[src/rtl/uart_cmd_pkg.sv]
// Shared definitions for the UART command decoder: sync byte, FSM encoding
// and the frame checksum helper (also usable by host-side models).
package uart_cmd_pkg;

   localparam logic [7:0] SYNC_BYTE = 8'hA5;

   typedef enum logic [2:0] {
      ST_IDLE  = 3'd0,
      ST_ADDR  = 3'd1,
      ST_DATA  = 3'd2,
      ST_CHK   = 3'd3,
      ST_WRITE = 3'd4
   } state_t;

   // Data is zero-extended to 32 bits by the caller; zero bytes do not alter the XOR.
   function automatic logic [7:0] cmd_xor(input logic [7:0] addr, input logic [31:0] data);
      cmd_xor = addr ^ data[31:24] ^ data[23:16] ^ data[15:8] ^ data[7:0];
   endfunction

endpackage

[src/rtl/uart_cmd_decoder_byte_edge.sv]
// Rising-edge detector on the receiver done flag: one byte strobe per edge.
// done_q resets high so a flag already high across reset is not a new byte.
module byte_edge_detect (
   input  logic clk,
   input  logic rst,
   input  logic din_done,
   output logic byte_stb
);

   logic done_q_r;

   // Previous-cycle copy of the done flag.
   always_ff @(posedge clk) begin
      if (rst) begin
         done_q_r <= 1'b1;
      end else begin
         done_q_r <= din_done;
      end
   end

   assign byte_stb = din_done & ~done_q_r;

endmodule

[src/rtl/uart_cmd_decoder.sv]
// Framed register-write command decoder: SYNC, ADDR, data bytes MSB first,
// optional XOR checksum byte when UART_CMD_CHECKSUM_EN is defined.
module uart_cmd_decoder
   import uart_cmd_pkg::*;
#(
   parameter int DATA_BYTES     = 2,
   parameter int TIMEOUT_CYCLES = 4096
) (
   input  logic                    clk,
   input  logic                    rst,
   input  logic [7:0]              din,
   input  logic                    din_done,
   output logic                    wr_en,
   output logic [7:0]              wr_addr,
   output logic [8*DATA_BYTES-1:0] wr_data,
   output logic                    frame_err,
   output logic                    busy
);

   localparam int              DW        = 8 * DATA_BYTES;
   localparam int              TW        = $clog2(TIMEOUT_CYCLES);
   localparam logic [TW-1:0]   TMO_LAST  = TW'(TIMEOUT_CYCLES - 1);
   localparam logic [2:0]      LAST_BYTE = 3'(DATA_BYTES - 1);

   logic              byte_stb_s;
   state_t            state_r, state_s;
   logic [7:0]        addr_sh_r, addr_sh_s;
   logic [DW-1:0]     data_sh_r, data_sh_s;
   logic [2:0]        byte_cnt_r, byte_cnt_s;
   logic [TW-1:0]     tmo_cnt_r, tmo_cnt_s;
   logic              tmo_hit_s;
   logic              wr_en_s, frame_err_s, busy_s;
   logic [7:0]        wr_addr_s;
   logic [DW-1:0]     wr_data_s;

   byte_edge_detect u_edge (
      .clk      (clk),
      .rst      (rst),
      .din_done (din_done),
      .byte_stb (byte_stb_s)
   );

   // Next-state, shadow, timeout and registered-output computation.
   always_comb begin
      state_s     = state_r;
      addr_sh_s   = addr_sh_r;
      data_sh_s   = data_sh_r;
      byte_cnt_s  = byte_cnt_r;
      frame_err_s = 1'b0;
      tmo_hit_s   = (state_r != ST_IDLE) && (state_r != ST_WRITE) && (tmo_cnt_r == TMO_LAST);

      case (state_r)
         ST_IDLE: begin
            if (byte_stb_s && (din == SYNC_BYTE)) begin
               state_s = ST_ADDR;
            end else begin
               state_s = ST_IDLE;
            end
         end
         ST_ADDR: begin
            if (byte_stb_s) begin
               addr_sh_s  = din;
               byte_cnt_s = 3'd0;
               state_s    = ST_DATA;
            end else if (tmo_hit_s) begin
               state_s     = ST_IDLE;
               frame_err_s = 1'b1;
            end else begin
               state_s = ST_ADDR;
            end
         end
         ST_DATA: begin
            if (byte_stb_s) begin
               data_sh_s  = DW'({data_sh_r, din});
               byte_cnt_s = byte_cnt_r + 3'd1;
               if (byte_cnt_r == LAST_BYTE) begin
`ifdef UART_CMD_CHECKSUM_EN
                  state_s = ST_CHK;
`else
                  state_s = ST_WRITE;
`endif
               end else begin
                  state_s = ST_DATA;
               end
            end else if (tmo_hit_s) begin
               state_s     = ST_IDLE;
               frame_err_s = 1'b1;
            end else begin
               state_s = ST_DATA;
            end
         end
`ifdef UART_CMD_CHECKSUM_EN
         ST_CHK: begin
            if (byte_stb_s) begin
               if (din == cmd_xor(addr_sh_r, 32'(data_sh_r))) begin
                  state_s = ST_WRITE;
               end else begin
                  state_s     = ST_IDLE;
                  frame_err_s = 1'b1;
               end
            end else if (tmo_hit_s) begin
               state_s     = ST_IDLE;
               frame_err_s = 1'b1;
            end else begin
               state_s = ST_CHK;
            end
         end
`endif
         ST_WRITE: begin
            // Any byte arriving during the strobe cycle is dropped.
            state_s = ST_IDLE;
         end
         default: begin
            state_s = ST_IDLE;
         end
      endcase

      if (byte_stb_s || (state_r == ST_IDLE) || tmo_hit_s) begin
         tmo_cnt_s = {TW{1'b0}};
      end else begin
         tmo_cnt_s = tmo_cnt_r + {{(TW-1){1'b0}}, 1'b1};
      end

      wr_en_s = (state_s == ST_WRITE);
      busy_s  = (state_s != ST_IDLE);
      if (wr_en_s) begin
         wr_addr_s = addr_sh_s;
         wr_data_s = data_sh_s;
      end else begin
         wr_addr_s = wr_addr;
         wr_data_s = wr_data;
      end
   end

   // State, shadow, counter and output registers.
   always_ff @(posedge clk) begin
      if (rst) begin
         state_r    <= ST_IDLE;
         addr_sh_r  <= 8'h00;
         data_sh_r  <= {DW{1'b0}};
         byte_cnt_r <= 3'd0;
         tmo_cnt_r  <= {TW{1'b0}};
         wr_en      <= 1'b0;
         wr_addr    <= 8'h00;
         wr_data    <= {DW{1'b0}};
         frame_err  <= 1'b0;
         busy       <= 1'b0;
      end else begin
         state_r    <= state_s;
         addr_sh_r  <= addr_sh_s;
         data_sh_r  <= data_sh_s;
         byte_cnt_r <= byte_cnt_s;
         tmo_cnt_r  <= tmo_cnt_s;
         wr_en      <= wr_en_s;
         wr_addr    <= wr_addr_s;
         wr_data    <= wr_data_s;
         frame_err  <= frame_err_s;
         busy       <= busy_s;
      end
   end

endmodule
[config.mk]
export PLATFORM = sky130hd
export DESIGN_NAME = uart_cmd_decoder
export DESIGN_NICKNAME = d
export VERILOG_FILES = /design/src/rtl/uart_cmd_pkg.sv /design/src/rtl/uart_cmd_decoder_byte_edge.sv /design/src/rtl/uart_cmd_decoder.sv
export SDC_FILE = /design/constraint.sdc
export NUM_CORES = 1
export LEC_CHECK = 0
export ABC_AREA = 0
export BUFFER_PORTS_ARGS = -buffer_cell sky130_fd_sc_hd__buf_4
export CORE_ASPECT_RATIO = 1.4
export CORE_UTILIZATION = 55
export DETAILED_ROUTE_END_ITERATION = 6
export PLACE_DENSITY = 0.83
export SYNTH_ARGS = -nofsm -noshare
export SYNTH_HDL_FRONTEND = slang
export SYNTH_HIERARCHICAL = 1
export SYNTH_SLANG_ARGS = --single-unit
[constraint.sdc]
create_clock -name clk -period 2.4 [get_ports clk]
set_input_delay 0.12 -clock clk [delete_from_list [all_inputs] [get_ports clk]]
set_output_delay 0.12 -clock clk [all_outputs]
set_load 0.02 [all_outputs]
# Word-level counts from Yosys, hierarchy flattened
# Cells that the tools add are included.
# Widths: inputs -> output; s select.
# totals
out_inout_bits,27
in_bits,11
elab_cells,53
reg_bits,70
# op_classes
n_eq_ne,9
n_reduce_logical,13
n_addsub,2
mux,15
bitwise,3
# ops
operator,n
$mux 16,2
$mux 8,2
$add 12x1->12 const B,1
$eq 12x12->1 const B,1
$mux 3,4
$pmux 3 s3,1
$eq 8x8->1 const B,1
$eq 3x1->1 const B,2
$pmux 3 s2,1
$reduce_bool 3->1,2
$mux 2,2
$ne 2x2->1 const B,2
$reduce_or 2->1,2
$add 3x1->3 const B,1
$eq 3x2->1 const B,1
$eq 3x3->1 const B,1
$logic_and 1x1->1,3
$logic_not 3->1,1
$mux 1,3
$ne 3x3->1 const B,1
$reduce_and 3->1,1
$reduce_or 3->1,1
$logic_or 1x1->1,2
$not 1->1,2
2 further kinds,2

# Logic depth before layout (Yosys ltp)
# depth
ltp_word,7
mapped_depth,8
ltp_nobuf,5

# By module
# The synthesis kept the hierarchy.
# by_module_without_submodules
mod,cells_per_inst,instances,area_each_um2,seq_area_each_um2
uart_cmd_decoder,265,1,2398.6,1221.2
byte_edge_detect,3,1,32.5,20.0

# Least setup slack after synthesis
# Ideal clock, no wire load.
# synth_path
path_kind,reg-to-reg
startpoint,register tmo_cnt_r[0]
endpoint,register busy
arrival_ps,1535
n_path_buf,0
required_ps,2259
path_stages_with_launch,6
synth_period_minus_slack_ps,1676
setup_ps,141
setup_slack_ps,724
path_cell_list,dfxtp_1 -> ha_1 -> nand3_2 -> or4_4 -> a211oi_2 -> o32ai_1
# synth_between
elab_chain_len,6
elab_cells_between_ends,8
classes_between,1 x eq/ne; 5 x mux; 2 x reduce/logical
# synth_lines
element,line,text
from (decl),uart_cmd_decoder.sv:30,"logic [TW-1:0] tmo_cnt_r, tmo_cnt_s;"
from (signal assigned),uart_cmd_decoder.sv:142,tmo_cnt_r <= {TW{1'b0}};
from (signal assigned),uart_cmd_decoder.sv:153,tmo_cnt_r <= tmo_cnt_s;
$eq 12x12->1 (*),uart_cmd_decoder.sv:50,tmo_hit_s = (state_r != ST_IDLE) && (state_r != ST_WRITE) && (tmo_cnt_r == TMO_LAST);
$logic_and 1x1->1 (*),uart_cmd_decoder.sv:50,
$mux 1 / $mux 2 (equally long branches),"uart_cmd_decoder.sv:65, uart_cmd_decoder.sv:85",
$mux 2 / $mux 3 (equally long branches),"uart_cmd_decoder.sv:61, uart_cmd_decoder.sv:73",
$pmux 3 s3 (*),uart_cmd_decoder.sv:52,case (state_r)
$reduce_bool 3->1 (*),uart_cmd_decoder.sv:125,busy_s = (state_s != ST_IDLE);
to (signal assigned),uart_cmd_decoder.sv:158,busy <= busy_s;
to (decl),uart_cmd_decoder.sv:17,output logic busy
# Every way passes the cells marked *; elsewhere a longest branch is shown, timed or not.
# A chain may end at the register's enable or synchronous reset.

# Worst setup path after layout
# layout_path
startpoint,input din_done
endpoint,register wr_data[12]
# layout_between
elab_chain_len,5
elab_cells_between_ends,9
classes_between,1 x eq/ne; 6 x mux; 1 x bitwise; 1 x reduce/logical
# layout_lines
element,line,text
from (decl),uart_cmd_decoder.sv:12,"input logic din_done,"
$and 1x1->1 (*),uart_cmd_decoder_byte_edge.sv:21,assign byte_stb = din_done & ~done_q_r;
named net byte_stb_s,uart_cmd_decoder.sv:25,logic byte_stb_s;
$logic_and 1x1->1,uart_cmd_decoder.sv:54,if (byte_stb_s && (din == SYNC_BYTE)) begin
$mux 1,uart_cmd_decoder.sv:54,
$pmux 3 s3,uart_cmd_decoder.sv:52,
$eq 3x3->1,uart_cmd_decoder.sv:124,wr_en_s = (state_s == ST_WRITE);
to (signal assigned),uart_cmd_decoder.sv:145,wr_data <= {DW{1'b0}};
to (signal assigned),uart_cmd_decoder.sv:156,wr_data <= wr_data_s;
to (decl),uart_cmd_decoder.sv:15,"output logic [8*DATA_BYTES-1:0] wr_data,"
# Mark *: on every way through the listed nets, which the timed path passes. The rest lies on a longest branch.

==> metrics.md <==
| Metric | Value |
|---|---|
| Result of the run | `complete, no violations` |
| ANT cells | `0` |
| Final HPWL from detailed placement | `3.218 mm` |
| Main flop type after synthesis | `dfxtp_1` |
| Worst slack at placement | `0.5860 ns` |
| Final slew viol count | `0` |
| Count of flip-flops with a built-in enable after synthesis | `0` |
| Critical path's slowest cell | `dlygate4sd3_1` |
| Setup slack, reg-to-reg | `0.57 ns` |
| Die height | `80.67 um` |
| Cell family contributing the most delay on the critical path | `simple AND/OR/NAND/NOR gates` |
| Synthesized instance count | `268` |
| Worst path max stage delay | `0.53 ns` |
| Part of the total power dissipated in the clock network | `46.0%` |
| Effective utilization at floorplan | `57.35%` |
| Cell chosen for the clock root | `clkbuf_8` |
| Proportion of layout cells with a drive suffix above 1 | `24.12%` |
| Critical path endpoint | `wr_data[12]` |
| CP Launch Type | `input port` |
| Buffer depth of the longest clock path | `2` |
| Final #Nets | `320` |
| Netlist area before placement | `2431 sq um` |
| IR Drop Worst-Case VDD | `0.0005145 V` |
| Die Outline Area | `4694 sq um` |
| Number of routed nets with antenna violations | `0` |
| Finish-stage setup viols | `0` |
| Pwr/cell area | `674.3 nW/um^2` |
| Worst path arrival time | `2.17 ns` |
| Global-route track usage on met3 | `6.119%` |
| Number of antenna violations at the first check in global routing | `0` |
| Net switching share of the total power | `20.71%` |
| Capture point of the worst reg-to-reg path | `wr_data[12]` |
| Hold_buf cts | `1` |
| Net switching power | `0.4120 mW` |
| Unrepaired setup endpoints after global routing | `no` |
| Number of setup buffers added after CTS | `0` |
| Maximum clock frequency | `507.3 MHz` |
| Post-placement cell count | `354` |
| Sequential group share of total power | `51.8%` |
| Worst r2r path cells | `6` |
| First-pass DRT Iterations | `4` |
| Distinct cell type count after synthesis | `41` |
| Final Core Density | `69.60%` |
| Later-pin clock latency in the skew report | `0.34 ns` |
| Tmin final | `1.971 ns` |
| Layout Cells excl Fill | `371` |
| Worst-path fanout max | `18` |
| Crit path from | `din_done` |
| Post-Route WL | `4.859 mm` |
| Critical-path cell list | `dlygate4sd3_1 -> buf_4 -> nor2b_1 -> buf_4 -> nor4bb_1 -> nand3b_2 -> nand2_1 -> a21oi_1` |
| Global-route met2 utilization | `39.54%` |
| Combinational group share of total power | `2.2%` |
| Required time worst endpoint | `2.60 ns` |
| Sequential area share after synthesis | `51.06%` |
| Ys Warns | `6` |
| # port buffers | `37` |
| Count of state elements after synthesis | `62` |
| Std-Cell Rows | `28` |
| Area Overhead vs Synth | `21.36%` |
| Number of buffers and inverters on the critical path | `3` |
| Post-route setup slack | `0.4289 ns` |
| Headroom to the max-slew limit | `65.35%` |
| Number of primary I/O pins | `38` |
| Vias per Instance | `5.226` |
| Internal power summed over all cells | `1.578 mW` |
| Final Cell Area | `2950 sq um` |
| Hold Path Class | `in2reg` |
| Origin of the critical flop-to-flop path | `u_edge/done_q_r` |
| Setup CP Type | `in2reg` |
| Total via count in the routed design | `1939` |
| CTS tree | `yes` |
| CTS clock-pin slew for the worst setup and hold paths | `0.07 ns` |
| Routed length per placed instance | `13.10 um` |
| Synth async-reset ratio | `0%` |
| Global-route wire length before repair | `7.872 mm` |
| Count of instances resized after the clock tree is built | `0` |
| Final total negative setup slack | `0 ns` |
| Levels on crit path | `8` |
| Kind of end point of the critical path | `flip-flop` |
| Clk sink count | `62` |
| Worst clock skew on the final layout | `0.005703 ns` |
| Global route total overflow | `0` |
| Global-route track usage on met1 | `24.37%` |
| Static Leak | `1.060 nW` |
| Area of the core | `4239 sq um` |
| Placer congestion estimate | `0.8554` |
| Largest net degree at the start of global routing | `51` |
| Placed cell area | `2740 sq um` |
| Final critical-path share of the clock period | `82.13%` |
| Pwr Total | `1.989 mW` |
| Fill cell count | `344` |
| Number of buffers inserted during clock tree synthesis | `9` |
| Crit path top cell by count | `buf_4` |
| Starting DRC count in detailed routing | `66` |
| Die width | `58.19 um` |
| Synth Area per Inst | `9.071 sq um` |
| Number of global-route vias before repair | `1809` |
| DRC violation count after routing | `0` |
| GRT Resource Usage Total | `22.98%` |
| Final number of hold-violating endpoints | `0` |
| CTS HTree Levels | `3` |
| Top Usage Layer GRT | `met2` |
| Slew @ Worst Pin | `0.5198 ns` |
| Number of nets in the synthesized netlist | `282` |
| Reported max-cap violation count | `0` |
| Hold Worst Slack | `0.06013 ns` |
## worst register-to-register path: stages (launching register included)
cell      delay [ns]
dfxtp_1         0.30
nor2b_1         0.10
buf_4           0.16
nor4bb_1        0.46
nand3b_2        0.40
nand2_1         0.20
a21oi_1         0.08
## sequential cells by signal, summed over array words and instances (netlist names)
register and count:
byte_cnt_r 3, busy 1, data_sh_r 8, wr_data 16
tmo_cnt_r 12, wr_addr 8, u_edge/done_q_r 1, frame_err 1
state_r 3, wr_en 1, addr_sh_r 8
## cell families (layout without fill, tap and decap cells)
logic type | count (synthesis) | count (layout) | synth area share, %
adder cells (fa/ha/maj) | 3 | 3 | 1.544
XOR/XNOR | 11 | 11 | 3.963
flip-flops | 62 | 62 | 51.06
multiplexers | 8 | 8 | 3.294
buffers and inverters | 20 | 63 | 4.375
AO/OA/AOI/OAI | 40 | 40 | 10.96
AND/OR/NAND/NOR | 124 | 124 | 24.81
## power by group through the flow
stage / Sequential (mW) / Clock [mW] / Combinational, mW
after detailed placement: 1.05 / 0 / 0.0427
after floorplan: 1.05 / 0 / 0.0190
final: 1.03 / 0.915 / 0.0444
after CTS: 1.03 / 0.931 / 0.0443
after global placement: 1.05 / 0 / 0.0431
after global routing: 1.03 / 0.980 / 0.0481
## synth_stat cells, types with 3 or more instances
library cell  instances  area, sq um
ha_1                  3        37.54
nand2_1              52        195.2
nor2_1               39        146.4
buf_2                 4        20.02
inv_1                 3        11.26
dfxtp_1              62         1241
nor2b_1               3        18.77
a21oi_1              27        135.1
a211oi_2              7        87.58
clkbuf_1              7        26.28
mux2i_1               8        80.08
xnor2_1               6        52.55
xor2_1                5        43.79
nor3_1                7        35.03
buf_4                 5        37.54
## placed cells by master, fill, tap and decap left out, drive strengths merged, types with 3 or more instances in the layout
cell    count
nand4       3
mux2i       8
clkinv      3
a211oi      9
nor3        8
buf        43
clkbuf     12
nand3       3
nand2      52
a21oi      27
dfxtp      62
xor2        5
nor2b       3
inv         3
ha          3
nor2       39
xnor2       6
## worst min path at each step
| stage | start | to | slack (ns) | cells after the start |
|---|---|---|---|---|
| 6_report | din[6] | data_sh_r[6] | 0.06 | 3 |
| 5_1_grt | din[3] | data_sh_r[3] | 0.06 | 3 |
| 2_1_floorplan | rst | u_edge/done_q_r | 0.22 | 1 |
| 3_3_place_gp | din_done | u_edge/done_q_r | 0.31 | 2 |
| 4_1_cts | din[6] | data_sh_r[6] | 0.04 | 3 |
| 3_5_place_dp | din_done | u_edge/done_q_r | 0.31 | 2 |
## area by class of cell
class	instances	area (sq um)	share of cell area [%]
timing repair buffer	44	332.8	11.28
inverter	3	11.26	0.3817
tap	60	75.07	2.545
multi-input combinational	186	1090	36.94
clock inverter	4	45.04	1.527
sequential	62	1241	42.07
clock buffer	12	155.1	5.259
## per-layer routing
metal / part of all wire [%] / up-vias
met2: 54 / 36
met1: 41 / 924
met3: 3.6 / 7
li1: - / 972
met4: 2.1 / 0
met5: 0 / -
Power figures use the tool's default switching activity.
